## src/rtl/adder_pkg.sv

```systemverilog
// Shared op encodings and elaboration helpers for the pipelined add/subtract core.
package adder_pkg;

    localparam logic [1:0] OP_ADD  = 2'b00;
    localparam logic [1:0] OP_SUB  = 2'b01;
    localparam logic [1:0] OP_SADD = 2'b10;
    localparam logic [1:0] OP_SSUB = 2'b11;

    // Upper bound on DATA_W supported by sat_value.
    localparam int unsigned SAT_MAX_W = 1024;

    function automatic int unsigned num_stages(input int unsigned data_w, input int unsigned chunk_w);
        return data_w / chunk_w;
    endfunction

    // Signed saturation limit of a width-bit value: neg=1 -> 100..0, neg=0 -> 011..1.
    function automatic logic [SAT_MAX_W-1:0] sat_value(input logic neg, input int unsigned width);
        logic [SAT_MAX_W-1:0] v;
        v = '0;
        for (int unsigned i = 0; i < SAT_MAX_W; i++) begin
            if (i < width) begin
                v[i] = (i == width - 1) ? neg : ~neg;
            end
        end
        return v;
    endfunction

endpackage

```

## src/rtl/adder_slice.sv

```systemverilog
// One pipeline stage: adds chunk IDX of A and B' with the incoming carry and registers the beat.
module adder_slice #(
    parameter int unsigned DATA_W  = 64,
    parameter int unsigned CHUNK_W = 16,
    parameter int unsigned IDX     = 0
) (
    input  logic              clk,
    input  logic              rst,
    input  logic              load,
    input  logic              prev_valid,
    input  logic [DATA_W-1:0] prev_a,
    input  logic [DATA_W-1:0] prev_b,
    input  logic [DATA_W-1:0] prev_sum,
    input  logic              prev_carry,
    input  logic [1:0]        prev_op,
    output logic              valid,
    output logic [DATA_W-1:0] a,
    output logic [DATA_W-1:0] b,
    output logic [DATA_W-1:0] sum,
    output logic              carry,
    output logic [1:0]        op
);

    logic [CHUNK_W:0]   chunk_sum;
    logic [DATA_W-1:0]  merged;

    always_comb begin
        chunk_sum = {1'b0, prev_a[IDX*CHUNK_W +: CHUNK_W]}
                  + {1'b0, prev_b[IDX*CHUNK_W +: CHUNK_W]}
                  + (CHUNK_W+1)'(prev_carry);
        merged = prev_sum;
        merged[IDX*CHUNK_W +: CHUNK_W] = chunk_sum[CHUNK_W-1:0];
    end

    // load is asserted whenever this register is empty or its beat moves on;
    // when load is low the held beat simply stays.
    always_ff @(posedge clk or posedge rst) begin
        if (rst) begin
            valid <= 1'b0;
            a     <= '0;
            b     <= '0;
            sum   <= '0;
            carry <= 1'b0;
            op    <= '0;
        end else if (load) begin
            valid <= prev_valid;
            if (prev_valid) begin
                a     <= prev_a;
                b     <= prev_b;
                sum   <= merged;
                carry <= chunk_sum[CHUNK_W];
                op    <= prev_op;
            end
        end
    end

endmodule

```

## src/rtl/pipelined_adder_core.sv

```systemverilog
// Pipelined add/subtract engine with signed saturation, carry/overflow/zero flags and
// a bubble-collapsing valid/ready chain, one CHUNK_W carry slice per stage.
module pipelined_adder_core
    import adder_pkg::*;
#(
    parameter int unsigned DATA_W  = 64,
    parameter int unsigned CHUNK_W = 16,
    parameter int unsigned CNT_W   = 32
) (
    input  logic              clk_clk,
    input  logic              reset_reset,
    input  logic              in_valid,
    output logic              in_ready,
    input  logic [DATA_W-1:0] in_a,
    input  logic [DATA_W-1:0] in_b,
    input  logic [1:0]        in_op,
    output logic              out_valid,
    input  logic              out_ready,
    output logic [DATA_W-1:0] out_sum,
    output logic              out_carry,
    output logic              out_ovf,
    output logic              out_zero,
    output logic [CNT_W-1:0]  op_count,
    output logic              busy
);

    localparam int unsigned NS = num_stages(DATA_W, CHUNK_W);
    localparam int unsigned L  = NS - 1;

    localparam logic [SAT_MAX_W-1:0] SAT_POS_FULL = sat_value(1'b0, DATA_W);
    localparam logic [SAT_MAX_W-1:0] SAT_NEG_FULL = sat_value(1'b1, DATA_W);
    localparam logic [DATA_W-1:0]    SAT_POS      = SAT_POS_FULL[DATA_W-1:0];
    localparam logic [DATA_W-1:0]    SAT_NEG      = SAT_NEG_FULL[DATA_W-1:0];

    logic [NS-1:0]     valid;
    logic [NS-1:0]     ready;
    logic [DATA_W-1:0] a_q   [NS];
    logic [DATA_W-1:0] b_q   [NS];
    logic [DATA_W-1:0] sum_q [NS];
    logic [NS-1:0]     carry_q;
    logic [1:0]        op_q  [NS];

    logic              is_sub;
    logic [DATA_W-1:0] b_eff;

    assign is_sub = (in_op == OP_SUB) || (in_op == OP_SSUB);
    assign b_eff  = is_sub ? ~in_b : in_b;

    // Stage k can load unless it and every stage after it are full while the output stalls;
    // written as a closed form so the chain has no self-referencing vector.
    for (genvar k = 0; k < NS; k++) begin : g_ready
        assign ready[k] = out_ready || !(&valid[NS-1:k]);
    end

    for (genvar k = 0; k < NS; k++) begin : g_stage
        if (k == 0) begin : g_first
            adder_slice #(.DATA_W(DATA_W), .CHUNK_W(CHUNK_W), .IDX(k)) u_slice (
                .clk(clk_clk), .rst(reset_reset), .load(ready[k]),
                .prev_valid(in_valid), .prev_a(in_a), .prev_b(b_eff), .prev_sum('0),
                .prev_carry(is_sub), .prev_op(in_op),
                .valid(valid[k]), .a(a_q[k]), .b(b_q[k]), .sum(sum_q[k]),
                .carry(carry_q[k]), .op(op_q[k])
            );
        end else begin : g_next
            adder_slice #(.DATA_W(DATA_W), .CHUNK_W(CHUNK_W), .IDX(k)) u_slice (
                .clk(clk_clk), .rst(reset_reset), .load(ready[k]),
                .prev_valid(valid[k-1]), .prev_a(a_q[k-1]), .prev_b(b_q[k-1]), .prev_sum(sum_q[k-1]),
                .prev_carry(carry_q[k-1]), .prev_op(op_q[k-1]),
                .valid(valid[k]), .a(a_q[k]), .b(b_q[k]), .sum(sum_q[k]),
                .carry(carry_q[k]), .op(op_q[k])
            );
        end
    end

    logic a_msb;
    logic b_msb;
    logic s_msb;
    logic is_sat;
    logic unused_low_bits;

    assign a_msb  = a_q[L][DATA_W-1];
    assign b_msb  = b_q[L][DATA_W-1];
    assign s_msb  = sum_q[L][DATA_W-1];
    assign is_sat = (op_q[L] == OP_SADD) || (op_q[L] == OP_SSUB);
    assign unused_low_bits = ^{a_q[L][DATA_W-2:0], b_q[L][DATA_W-2:0]};

    // Flags derive from the final stage register, so they hold with out_sum under backpressure.
    assign in_ready  = ready[0];
    assign out_valid = valid[L];
    assign out_ovf   = (a_msb == b_msb) && (s_msb != a_msb);
    assign out_sum   = (is_sat && out_ovf) ? (a_msb ? SAT_NEG : SAT_POS) : sum_q[L];
    assign out_carry = carry_q[L] ^ op_q[L][0];
    assign out_zero  = valid[L] && (out_sum == '0);
    assign busy      = |valid;

    always_ff @(posedge clk_clk or posedge reset_reset) begin
        if (reset_reset) begin
            op_count <= '0;
        end else if (out_valid && out_ready) begin
            op_count <= op_count + CNT_W'(1);
        end
    end

endmodule

```

## config.mk

```make
export PLATFORM = sky130hd
export DESIGN_NAME = pipelined_adder_core
export DESIGN_NICKNAME = d
export VERILOG_FILES = /design/src/rtl/adder_pkg.sv /design/src/rtl/adder_slice.sv /design/src/rtl/pipelined_adder_core.sv
export SDC_FILE = /design/constraint.sdc
export NUM_CORES = 1
export LEC_CHECK = 0
export ABC_AREA = 1
export CAP_MARGIN = 20
export CORE_AREA = 2 2 232 234
export CTS_BUF_LIST = sky130_fd_sc_hd__clkbuf_16
export DETAILED_ROUTE_END_ITERATION = 8
export DIE_AREA = 0 0 234 236
export PLACE_DENSITY = 0.68
export RECOVER_POWER = 50
export SLEW_MARGIN = 0
export SYNTH_ARGS = -nofsm -noshare
export SYNTH_HDL_FRONTEND = slang
export SYNTH_SLANG_ARGS = --single-unit
```

## constraint.sdc

```tcl
create_clock -name clk_clk -period 26.6 [get_ports clk_clk]
set_input_delay 2.66 -clock clk_clk [delete_from_list [all_inputs] [get_ports clk_clk]]
set_output_delay 2.66 -clock clk_clk [all_outputs]
set_load 0.02 [all_outputs]
```

==> results.json, run 1 <==
{
  "outcome": "finished, violations left",
  "failed_checks": "max-capacitance violations, max-slew violations",
  "clkSinkCount": 402,
  "cp-start-kind": "primary input",
  "drive_above_1_share_pct": 3.31,
  "multi_input_area_sq_um": 8530,
  "cts_max_level": 2,
  "worst_ep_required_time_ns": 26.31,
  "power-per-cell-area_nw_per_um2": 96.3,
  "worstSetupEndpointType": "async pin",
  "synth_seq_area_share_pct": 50.8,
  "final_cell_mix": "915 x nand2_1, 402 x dfrtp_1, 255 x o21ai_0",
  "final_common_cell": "nand2_1",
  "async_flop_share_pct": 100,
  "fin_skew_ns": 0.0176,
  "hold_path_end": "g_stage[2].g_next.u_slice.sum[6]$_DFFE_PP0P_",
  "initial_utilization_pct": 37.3,
  "tightest_slew_ns": 5.15,
  "slew_headroom_pct": -245,
  "nets": 2825,
  "gp_congestion": 0.876,
  "yosysWarnings": 0,
  "path_max_fanout": 117,
  "cts_root_buffer": "clkbuf_16",
  "clk-insertion-delay-late_ns": 0.57,
  "dr.pass1.iters": 5,
  "die-height_microns": 236,
  "hold_depth": 2,
  "numPortBuffers": 235,
  "seq_power_share_pct": 38.9,
  "remaining_drc_errors": 0,
  "via_per_inst": 4.80,
  "row_count": 85,
  "reg2reg_depth": 10,
  "grt_pass1_wl_microns": 83900,
  "cellLeakagePower_nw": 11.8,
  "cts_tree": "built",
  "grt_pass1_vias": 15700,
  "grt_remaining_overflow": 0,
  "fin_crit_ns": 9.55,
  "syn_area_sq_um": 19800,
  "ys_top_cells_by_area": "dfrtp_1 51%, nand2_1 17%, o21ai_0 6.2%",
  "netlist_instances": 2424,
  "layout_worst_path_cycle_share_pct": 35.9,
  "pin_count": 236,
  "pwr-share-clk_pct": 24.6,
  "maxCapViolCount": 9,
  "crit-reg2reg-launch": "g_stage[3].g_next.u_slice.valid$_DFFE_PP0N_",
  "r2r-end": "g_stage[1].g_next.u_slice.sum[4]$_DFFE_PP0P_",
  "die_w_microns": 234,
  "wl_per_cell_microns": 15.5,
  "numCtsBuffers": 44,
  "cts_hold_buf": 0,
  "synth_edf_count": 0,
  "ctsResizeCount": 0,
  "synth_ff_type": "dfrtp_1",
  "nFillCells": 5294,
  "seq_area_sq_um": 10100,
  "r2r_setup_slack_ns": 20.88,
  "worstHoldPathType": "register to register",
  "crit_arrival_ns": 9.26,
  "wl_microns": 51900,
  "clockBufferDepth": 3,
  "min_from": "g_stage[2].g_next.u_slice.sum[6]$_DFFE_PP0P_",
  "core-area_sq_um": 53100,
  "finalHoldViolCount": 0,
  "ys_ff_latch": 402,
  "netlist.area_leader.share_pct": 50.8,
  "p_int_w": 0.00144,
  "post-cts-setup-buffers": 0,
  "setup_viol": 0,
  "rsz0062_at_grt": "false",
  "vdd_ir_drop_max_uv": 48.2,
  "switchingPower_w": 0.000870,
  "area_growth_pct": 21.2,
  "netlist-cell-type-count": 40,
  "vias": 16100,
  "path_clk_slew_ns": 0.05,
  "synth_nets": 2626,
  "grt_antenna_before_repair": 1,
  "fin_util_pct": 45.2,
  "combPwrFrac_pct": 36.5,
  "crit_type": "primary input to async pin",
  "ant_nets": 0,
  "dieArea_sq_um": 55200,
  "drt_iter0_drc": 1084,
  "clock.fmax_mhz": 105,
  "synth.avg_cell_area_sq_um": 8.17,
  "maxSlewViolCount": 650,
  "dpl.hpwl_microns": 38700,
  "fin_tns_setup_ns": 0,
  "synth_top_cell_by_area": "dfrtp_1",
  "grt_use_total_pct": 18.9,
  "p_sw_share_pct": 37.6,
  "grt_max_degree": 120
}
-- cell families (layout without fill, tap and decap cells) --
family	Yosys count	count (layout)	synth area share, %
other cells	0	1	0
xor+xnor	110	110	4.86
fa+ha+maj	68	68	4.56
compound gates	389	389	10.1
buf+inv	289	520	5.97
flops	402	402	50.8
simple gates	1166	1166	23.7
-- worst max-delay path by stage --
stage / startpoint / to / slack, ns / depth (start not counted)
after floorplan: reset_reset / g_stage[0].g_first.u_slice.a[16]$_DFFE_PP0P_ / 12.76 / 1
after global placement: out_ready / in_ready / 19.50 / 10
final: reset_reset / g_stage[0].g_first.u_slice.a[34]$_DFFE_PP0P_ / 17.05 / 3
after global routing: reset_reset / g_stage[0].g_first.u_slice.b[34]$_DFFE_PP0P_ / 15.62 / 3
after detailed placement: out_ready / in_ready / 19.50 / 10
after CTS: out_ready / in_ready / 19.50 / 10
-- worst max-delay path, cell delays in order --
cell           delay (ns)
dlygate4sd3_1        0.54
clkinvlp_2           2.83
clkbuf_1             3.03
-- layer usage --
layer / track usage (%) / wire length, microns / up-vias
met5: 0 / 0 / -
li1: - / - / 8117
met2: 28.4 / 22600 / 359
met4: 4.91 / 1010 / 0
met1: 28.6 / 25600 / 7562
met3: 2.67 / 2630 / 55
-- Yosys cell counts, drive strengths merged (17+ instances only) --
master	n
nor3	17
xor2	57
a21oi	67
buf	50
nand4	19
o21ai	293
nor2	103
inv	189
dfrtp	402
xnor2	53
nand2	916
ha	61
nand3	82
clkbuf	49
-- power by group through the flow --
stage	Combinational, W	Clock [W]	Sequential (W)
floorplan	0.000535	0	0.000875
global placement	0.000835	0	0.000902
detailed placement	0.000846	0	0.000907
CTS	0.000851	0.000583	0.000898
global route	0.000949	0.000607	0.000920
finish	0.000845	0.000568	0.000899
-- flip-flops by register name (all words and copies together), names as in the netlist --
| signal | flops |
|---|---|
| op_count | 32 |
| g_stage.g_next.u_slice.carry | 3 |
| g_stage.g_next.u_slice.a | 49 |
| g_stage.g_next.u_slice.valid | 3 |
| g_stage.g_first.u_slice.a | 48 |
| g_stage.g_next.u_slice.sum | 144 |
| g_stage.g_next.u_slice.op | 6 |
| g_stage.g_first.u_slice.op | 2 |
| g_stage.g_first.u_slice.valid | 1 |
| g_stage.g_first.u_slice.b | 48 |
| g_stage.g_first.u_slice.sum | 16 |
| g_stage.g_next.u_slice.b | 49 |
| g_stage.g_first.u_slice.carry | 1 |
-- final cells by class --
cell class	instances	share of cell area, %
Sequential cell	402	41.9
Multi-Input combinational cell	1733	35.5
Timing Repair Buffer	252	10.4
Clock buffer	45	4.69
Tap cell	696	3.63
Inverter	190	2.98
Clock inverter	33	0.881
Antenna cell	1	0.0104
-- stage by stage --
stage,area [sq um],total power [W],setup WS [ns],std cells,hold WS (ns)
4_1_cts,24000,0.00233,19.50,3349,0.469
3_5_place_dp,22700,0.00175,19.50,3271,0.459
5_1_grt,24000,0.00248,15.62,3352,0.491
3_3_place_gp,22700,0.00174,19.50,3271,0.454
6_report,24000,0.00231,17.05,3352,0.469
2_1_floorplan,19800,0.00141,12.76,2424,0.442
Power figures use the tool's default switching activity.
==> inputs of run 2 (changes only) <==
- clock period: 26.6 -> 9.1 ns (I/O delays scaled with it)
==> run 2 against run 1 <==
Effect of this change: the flow still finishes with violations (max-capacitance violations, max-slew violations); non-clock buffer count is 1 lower; count of clock-buffer cells in the layout up 1; cell count hardly changed; total power grew to 3.0 times the previous value; cell area is 0.70% higher; clock skew up 0.0050 ns; core utilization is 0.32 points higher; flip-flop and latch count unchanged; register-to-register slack worse by 17 ns; worst hold slack got worse by 0.0059 ns; sequential power grew to 2.9 times the previous value; sequential share of layout area is 0.29 points lower; critical endpoint is now g_stage[3].g_next.u_slice.sum[13]$_DFFE_PP0P_; largest power group unchanged.
==> results.json, run 2 (same netlist as run 1, synthesis figures left out) <==
{
  "outcome": "finished, violations left",
  "failed_checks": "max-capacitance violations, max-slew violations",
  "maxSlewViolCount": 312,
  "worstHoldPathType": "register to register",
  "largest_register_ffs": 144,
  "die_w_microns": 234,
  "dpl.hpwl_microns": 39400,
  "clock.fmax_mhz": 180,
  "nets": 2824,
  "switchingPower_w": 0.00258,
  "crit_arrival_ns": 5.91,
  "top_register": "g_stage.g_next.u_slice.sum",
  "numCtsBuffers": 44,
  "pwr-share-clk_pct": 26.6,
  "via_per_inst": 4.81,
  "reg2reg_depth": 7,
  "clkSinkCount": 402,
  "area_growth_pct": 22.0,
  "grt_max_degree": 156,
  "clockBufferDepth": 3,
  "clk-insertion-delay-late_ns": 0.58,
  "final_cell_area_sq_um": 24200,
  "grt_pass1_vias": 15800,
  "hold_depth": 2,
  "crit_family": "buffers and inverters",
  "ant_nets": 0,
  "grt_use_total_pct": 19.2,
  "post-cts-setup-buffers": 0,
  "fin_tns_setup_ns": 0,
  "gp_congestion": 0.882,
  "multi_input_area_sq_um": 8540,
  "post-place-ws_ns": 4.57,
  "cts_tree": "built",
  "seq_power_share_pct": 37.9,
  "tightest_slew_ns": 2.81,
  "dr.pass1.iters": 6,
  "power-per-cell-area_nw_per_um2": 288,
  "cpPeakStageDelay_ns": 1.77,
  "core-area_sq_um": 53100,
  "hold_slack_ns": 0.463,
  "layout_worst_path_cycle_share_pct": 60.9,
  "path_max_fanout": 61,
  "cts_hold_buf": 0,
  "numPortBuffers": 235,
  "slowest_stage": "clkbuf_1",
  "grt_remaining_overflow": 0,
  "cp-start-kind": "primary input",
  "ctsResizeCount": 0,
  "dieArea_sq_um": 55200,
  "placed_cell_area_sq_um": 22700,
  "final_common_cell": "nand2_1",
  "fin_crit_ns": 5.54,
  "p_sw_share_pct": 37.1,
  "combPwrFrac_pct": 35.5,
  "path_cells": "dlygate4sd3_1 > inv_1 > nand2_1 > nand2_2 > clkbuf_1 > inv_1 > clkbuf_1 > nand2_1 > o21ai_0",
  "nFillCells": 5218,
  "p_int_w": 0.00438,
  "cts_max_level": 2,
  "path_clk_slew_ns": 0.06,
  "drive_above_1_share_pct": 3.54,
  "drt_iter0_drc": 1263,
  "grt_antenna_before_repair": 1,
  "crit_type": "primary input to register",
  "worstSetupEndpointType": "register",
  "fin_skew_ns": 0.0225,
  "vdd_ir_drop_max_uv": 123,
  "final_cell_mix": "915 x nand2_1, 402 x dfrtp_1, 247 x o21ai_0",
  "cts_root_buffer": "clkbuf_16",
  "pin_count": 236,
  "finalHoldViolCount": 0,
  "layout_setup_ws_ns": 3.56,
  "initial_utilization_pct": 37.3,
  "slew_headroom_pct": -87.5,
  "cp.depth": 9,
  "maxCapViolCount": 6,
  "row_count": 85,
  "seq_area_sq_um": 10100,
  "cellLeakagePower_nw": 11.9,
  "worstPathBufferInverterCount": 5,
  "vias": 16100,
  "die-height_microns": 236,
  "reg.largest.list": "g_stage.g_next.u_slice.sum: 144 flops, g_stage.g_next.u_slice.a: 49 flops, g_stage.g_next.u_slice.b: 49 flops",
  "wl_microns": 52400,
  "wl_per_cell_microns": 15.6,
  "setup_viol": 0,
  "remaining_drc_errors": 0,
  "worst_ep_required_time_ns": 9.47,
  "grt_pass1_wl_microns": 85000,
  "rsz0062_at_grt": "false"
}
==> run 2: changes by cell type in the layout (fill, tap and decap cells not counted), sizes merged, moves of 2 or more <==
cell,delta
clkdlybuf4s50,+14
dlygate4sd3,-14
bufinv,+5
inv,-3
clkinv,+2
clkinvlp,-2
==> run 2: final cells by class <==
cell class | instances | share of cell area (%)
Sequential cell | 402 | 41.6
Antenna cell | 1 | 0.0104
Inverter | 190 | 2.96
Clock buffer | 46 | 4.76
Clock inverter | 35 | 1.45
Timing Repair Buffer | 251 | 10.3
Multi-Input combinational cell | 1733 | 35.3
Tap cell | 696 | 3.60
==> run 2: worst paths after layout <==
kind / end / slack (ns) / start
worst max-delay path: g_stage[3].g_next.u_slice.sum[13]$_DFFE_PP0P_ / 3.56 / out_ready
worst min-delay path: g_stage[2].g_next.u_slice.sum[15]$_DFFE_PP0P_ / 0.46 / g_stage[1].g_next.u_slice.sum[15]$_DFFE_PP0P_
worst max register to register: g_stage[3].g_next.u_slice.sum[13]$_DFFE_PP0P_ / 4.04 / g_stage[3].g_next.u_slice.valid$_DFFE_PP0N_
worst min register to register: g_stage[2].g_next.u_slice.sum[15]$_DFFE_PP0P_ / 0.46 / g_stage[1].g_next.u_slice.sum[15]$_DFFE_PP0P_
max in group asynchronous: g_stage[0].g_first.u_slice.a[21]$_DFFE_PP0P_ / 5.10 / reset_reset
min in group asynchronous: g_stage[1].g_next.u_slice.b[54]$_DFFE_PP0P_ / 0.79 / reset_reset
==> run 2: power by group through the flow <==
stage	logic, W	clock network (W)	registers [W]
CTS	0.00249	0.00189	0.00263
detailed placement	0.00247	0	0.00266
floorplan	0.00156	0	0.00256
finish	0.00247	0.00185	0.00264
global route	0.00278	0.00196	0.00270
global placement	0.00244	0	0.00265
==> run 2: routing by layer <==
layer | part of all wire [%] | track usage (%)
met2 | 43 | 28.9
met4 | 2.1 | 5.29
met1 | 50 | 28.9
met5 | 0 | 0
met3 | 4.6 | 2.74
==> run 2: per-stage QoR <==
step | util, % | total power, W | cells
2_1_floorplan | - | 0.00412 | 2424
5_1_grt | 45.6 | 0.00744 | 3354
4_1_cts | 45.6 | 0.00701 | 3350
6_report | 45.6 | 0.00696 | 3354
3_3_place_gp | 42.8 | 0.00508 | 3269
3_5_place_dp | 42.8 | 0.00514 | 3269
==> run 2: worst min-delay path, cell delays in order, from the launching register on <==
cell,delay (ns)
dfrtp_1,0.34
nand2_1,0.05
nand2_1,0.05
==> RTL change 1, RTL diff (flow settings as in run 2) <==
Change the parameter `CNT_W` from 32 to 64.
--- a/src/rtl/pipelined_adder_core.sv
+++ b/src/rtl/pipelined_adder_core.sv
@@ -7,3 +7,3 @@
     parameter int unsigned CHUNK_W = 16,
-    parameter int unsigned CNT_W   = 32
+    parameter int unsigned CNT_W   = 64
 ) (
Interface: changed (resized op_count); port bits go from 236 to 268. The function was not compared with the original's and may differ.
==> RTL change 1 against run 2 <==
The flow still finishes with violations (max-capacitance violations, max-slew violations). Total power increased by 4.1%. Utilization is 4.3 points higher. Synthesized area grew 9.9%. Register-to-register slack got worse by 420 ps. Die area unchanged. Final area rose by 9.5%. Sequential cell count is 32 higher. Worst setup slack got worse by 460 ps. Wire length up 11%. Critical path type unchanged. Highest routed layer unchanged.
==> RTL change 1: results (changes against run 2) <==
| Metric | Value |
|---|---|
| # diodes | `0 (-1)` |
| Total Wirelength | `58000 um (+11%)` |
| Total setup buffers inserted after CTS | `0 (unchanged)` |
| Setup slack, reg-to-reg | `3620 ps (-420 ps)` |
| Delay-heaviest family, CP | `buffers and inverters` |
| Adder-cell area share of the yosys netlist | `4.15% (-0.41 points)` |
| Max rail drop VDD | `0.134 mV (+9.1%)` |
| Max Cap Viol | `8 (+2)` |
| First-pass GRT wire length | `94000 um (+11%)` |
| Vias | `18020 (+12%)` |
| Ys flop type | `dfrtp_1` |
| WP data arrival | `6430 ps (+520 ps)` |
| Xor and xnor fraction of the mapped netlist area | `5.15% (+0.29 points)` |
| Fin. max-slew vios | `490 (+57%)` |
| Final clock skew | `18.8 ps (-3.74 ps)` |
| Drt first pass iters | `6 (unchanged)` |
| Async S/R FF share, synth | `100% (unchanged)` |
| HPWL reported at the end of detailed placement | `43500 um (+11%)` |
| Main area contributors after synthesis | `dfrtp_1 50%, nand2_1 16%, o21ai_0 7.2%` |
| Nets | `3144 (+11%)` |
| Compound-cell area share of the yosys netlist | `10.4% (+0.24 points)` |
| Clock buffer depth | `3 (unchanged)` |
| Sequential area share after synthesis | `49.9% (-0.89 points)` |
| Hold path depth | `2 (unchanged)` |
| Routability Congestion | `0.875 (-0.78%)` |
| Share of layout cells above drive strength 1 | `3.36% (-0.18 points)` |
| Worst Hold End | `g_stage[2].g_next.u_slice.sum[6]` |
| Fill cell count | `5187 (-0.59%)` |
| Hold path start | `g_stage[1].g_next.u_slice.sum[6]` |
| Period utilization | `65.9% (+5.0 points)` |
| Gr usage total | `21.3% (+2.0 points)` |
| Largest net degree at the start of global routing | `171 (+9.6%)` |
| CP Max Fanout | `78 (+28%)` |
| Leakage | `12.8 nW (+8.1%)` |
| Initial antenna violation count | `0 (-1)` |
| Synth warn | `0 (unchanged)` |
| Outcome | `complete, but fails checks` |
| RR Endpoint | `g_stage[1].g_next.u_slice.b[46]` |
| CP max stage delay | `1940 ps (+170 ps)` |
| Synth top cells by count | `913 x nand2_1, 434 x dfrtp_1, 314 x o21ai_0, 251 x inv_1, 167 x nor2_1` |
| PortBufs | `267 (+14%)` |
| Clk pin slew, worst setup/hold paths | `60 ps (about the same)` |
| Iteration-0 DRC Markers | `1218 (-3.6%)` |
| FF-to-FF path depth | `10 (+3)` |
| Worst slew pin tran | `3960 ps (+1150 ps)` |
| Failing checks | `max-capacitance violations, max-slew violations` |
| CP max stage cell | `clkbuf_1` |
| Synth unique cells | `42 (+5.0%)` |
| Total CTS buffers | `47 (+6.8%)` |
| Biggest regs | `g_stage.g_next.u_slice.sum: 144 flops, op_count: 64 flops` |
| Syn nets | `2909 (+11%)` |
-- RTL change 1: changes by cell type after synthesis, moves of 10 or more --
cell / change
nor3_1: +15
dfrtp_1: +32
xor2_1: +11
inv_1: +66
nand3_1: +16
nor2_1: +71
o21ai_0: +67
buf_4: -10
-- RTL change 1: layout make-up --
cell class | instances | area [sq um] | share of cell area, %
Sequential cell | 434 | 10900 | 41.0
Multi-Input combinational cell | 1917 | 9450 | 35.7
Clock inverter | 34 | 353 | 1.33
Timing Repair Buffer | 285 | 2800 | 10.6
Clock buffer | 47 | 1180 | 4.44
Inverter | 257 | 967 | 3.65
Tap cell | 696 | 871 | 3.29
-- RTL change 1: worst min-delay path: stages, from the launching register on --
cell	delay, ps
dfrtp_1	340
nand2_1	50
nand2_1	50
-- RTL change 1: worst max path at each step --
stage,endpoint,slack (ps),cells after the start
after floorplan,g_stage[0].g_first.u_slice.a[16],2330,1
after global placement,g_stage[1].g_next.u_slice.carry,4840,12
after detailed placement,g_stage[1].g_next.u_slice.b[46],4760,12
after CTS,out_zero,4520,12
after global routing,g_stage[1].g_next.u_slice.a[61],2210,4
final,g_stage[1].g_next.u_slice.b[46],3100,12
-- RTL change 1: metal layers --
| metal | share of wire [%] | vias to the layer above | global-route usage, % |
|---|---|---|---|
| li1 | - | 9068 | - |
| met4 | 2.2 | 0 | 5.29 |
| met3 | 5.4 | 82 | 3.51 |
| met2 | 44 | 438 | 32.9 |
| met1 | 48 | 8432 | 31.1 |
| met5 | 0 | - | 0 |
-- RTL change 1: power breakdown --
part	switching [mW]	internal (mW)
registers	0.317	2.45
logic	1.57	0.984
clock network	0.767	1.16
total	2.66	4.59
-- RTL change 1: through the flow --
stage / area, sq um / hold slack, ps / worst slack (ps) / cells
6_report: 26500 / 458 / 3100 / 3670
5_1_grt: 26500 / 485 / 2210 / 3670
2_1_floorplan: 21800 / 442 / 2330 / 2707
4_1_cts: 26600 / 466 / 4520 / 3669
3_5_place_dp: 25000 / 453 / 4760 / 3588
3_3_place_gp: 25000 / 456 / 4840 / 3588
-- RTL change 1: cell families after synthesis --
family	after synthesis
xor gates and xnor gates	128
buffers and inverters	356
AOI/OAI and AO/OA	441
adders and majority gates	68
and+or+nand+nor	1280
DFF	434
==> RTL change 2, RTL diff (settings of run 2) <==
Without the edit above. Make the reset (`reset_reset` and `rst`) synchronous in 2 clocked blocks.
--- a/src/rtl/adder_slice.sv
+++ b/src/rtl/adder_slice.sv
@@ -36,3 +36,3 @@
     // when load is low the held beat simply stays.
-    always_ff @(posedge clk or posedge rst) begin
+    always_ff @(posedge clk) begin
         if (rst) begin
--- a/src/rtl/pipelined_adder_core.sv
+++ b/src/rtl/pipelined_adder_core.sv
@@ -95,3 +95,3 @@
 
-    always_ff @(posedge clk_clk or posedge reset_reset) begin
+    always_ff @(posedge clk_clk) begin
         if (reset_reset) begin
Check against the original RTL: differs if reset_reset is asserted again (counterexample within 4 cycles, from zero or initial values and one cycle with reset_reset high); with reset_reset held inactive, the same outputs for 4 cycles.
==> RTL change 2 against run 2 <==
Worst setup slack improved by 440 ps. Critical path depth is 3 lower. The flow still finishes with violations (max-capacitance violations, max-slew violations). Final area down 4.0%. Worst hold slack lost 7.2 ps. Largest cell class is now multi-input combinational cells. Non-clock buffer count is 2 lower. Sequential cell count stayed put. Synthesized area fell by 3.2%. Wire length shrank 0.69%.
Power is not compared: it rests on default switching activity, and its combinational part moved more than twofold at a synthesized area within 25%.
==> RTL change 2: results (changes against run 2) <==
| Metric | Value |
|---|---|
| Ys flop type | `dfxtp_1` |
| Dpl ws | `4810 ps (+244 ps)` |
| CP startpoint | `reset_reset` |
| Worst Hold End | `g_stage[0].g_first.u_slice.b[34]` |
| Layout Area Growth over Synthesis | `21.1%` |
| Max Cap Viol | `1 (-5)` |
| CP max stage delay | `2320 ps (+550 ps)` |
| Initial antenna violation count | `2 (+1)` |
| Main area contributors after synthesis | `dfxtp_1 42%, nor2_1 12%, o21ai_0 9.9%` |
| Setup slack, reg-to-reg | `5540 ps (+1500 ps)` |
| CP Max Fanout | `135 (+120%)` |
| RR Endpoint | `g_stage[1].g_next.u_slice.sum[21]` |
| Outcome | `complete, but fails checks` |
| Vias | `17267 (+7.1%)` |
| Async S/R FF share, synth | `0% (-100 points)` |
| Grt met2 use | `26.6% (-2.3 points)` |
| Hold path start | `g_stage[0].g_first.u_slice.b[34]` |
| Synth unique cells | `44 (+10%)` |
| Failing checks | `max-capacitance violations, max-slew violations` |
| Placed Cells | `3522 (+7.7%)` |
| WP data arrival | `5520 ps (-390 ps)` |
| Total CTS buffers | `43 (-2.3%)` |
| Compound-cell area share of the yosys netlist | `17.8% (+7.6 points)` |
| Share of layout cells above drive strength 1 | `3.55% (+0.010 points)` |
| Fin. max-slew vios | `64 (-79%)` |
| Routed WL per cell | `14.5 um (-7.4%)` |
| Sequential area share after synthesis | `42.0% (-8.8 points)` |
| Post-Synthesis Cells | `2719 (+12%)` |
| Adder-cell area share of the yosys netlist | `4.71% (+0.15 points)` |
| Gr usage total | `18.6% (-0.60 points)` |
| Routability Congestion | `0.888 (+0.66%)` |
| FF-to-FF path depth | `11 (+4)` |
| First-pass GRT wire length | `84400 um (-0.68%)` |
| Final min period | `5100 ps (-440 ps)` |
| Xor and xnor fraction of the mapped netlist area | `4.20% (-0.66 points)` |
| Nets | `3073 (+8.8%)` |
| Final clock skew | `19.3 ps (-3.21 ps)` |
| CP endpoint | `g_stage[1].g_next.u_slice.b[48]` |
| Synth warn | `0 (unchanged)` |
| Hold WS | `456 ps (-7.24 ps)` |
| Drt first pass iters | `5 (-1)` |
| Iteration-0 DRC Markers | `1143 (-9.5%)` |
| Placed Area | `21900 sq um (-3.6%)` |
| Met1 GRT Util | `28.9% (+0.046 points)` |
| Fill cell count | `5495 (+5.3%)` |
| Reg2reg start | `g_stage[3].g_next.u_slice.valid` |
| HPWL reported at the end of detailed placement | `37100 um (-5.8%)` |
[RTL change 2: cell count changes after synthesis, moves of 13 or more]
cell,before,now
o21ai_0,247,379
nand2_1,915,389
clkbuf_1,49,80
dfrtp_1,402,0
nor2_1,96,601
inv_1,185,207
dfxtp_1,0,402
xor2_1,57,70
buf_2,30,50
a21oi_1,67,207
xnor2_1,53,22
[RTL change 2: layout make-up]
cell class / count / area share (%)
sequential: 402 / 34.7
clock inverter: 33 / 1.05
inverter: 214 / 3.50
multi-input combinational: 1961 / 41.8
clock buffer: 44 / 4.74
timing repair buffer: 249 / 10.5
tap: 696 / 3.75
[RTL change 2: power by group through the flow]
stage	combinational (mW)	clock (mW)	sequential [mW]
3_3_place_gp	0.569	0	1.96
2_1_floorplan	0.385	0	1.93
3_5_place_dp	0.573	0	1.96
5_1_grt	0.652	1.80	1.93
6_report	0.572	1.69	1.92
4_1_cts	0.577	1.73	1.92
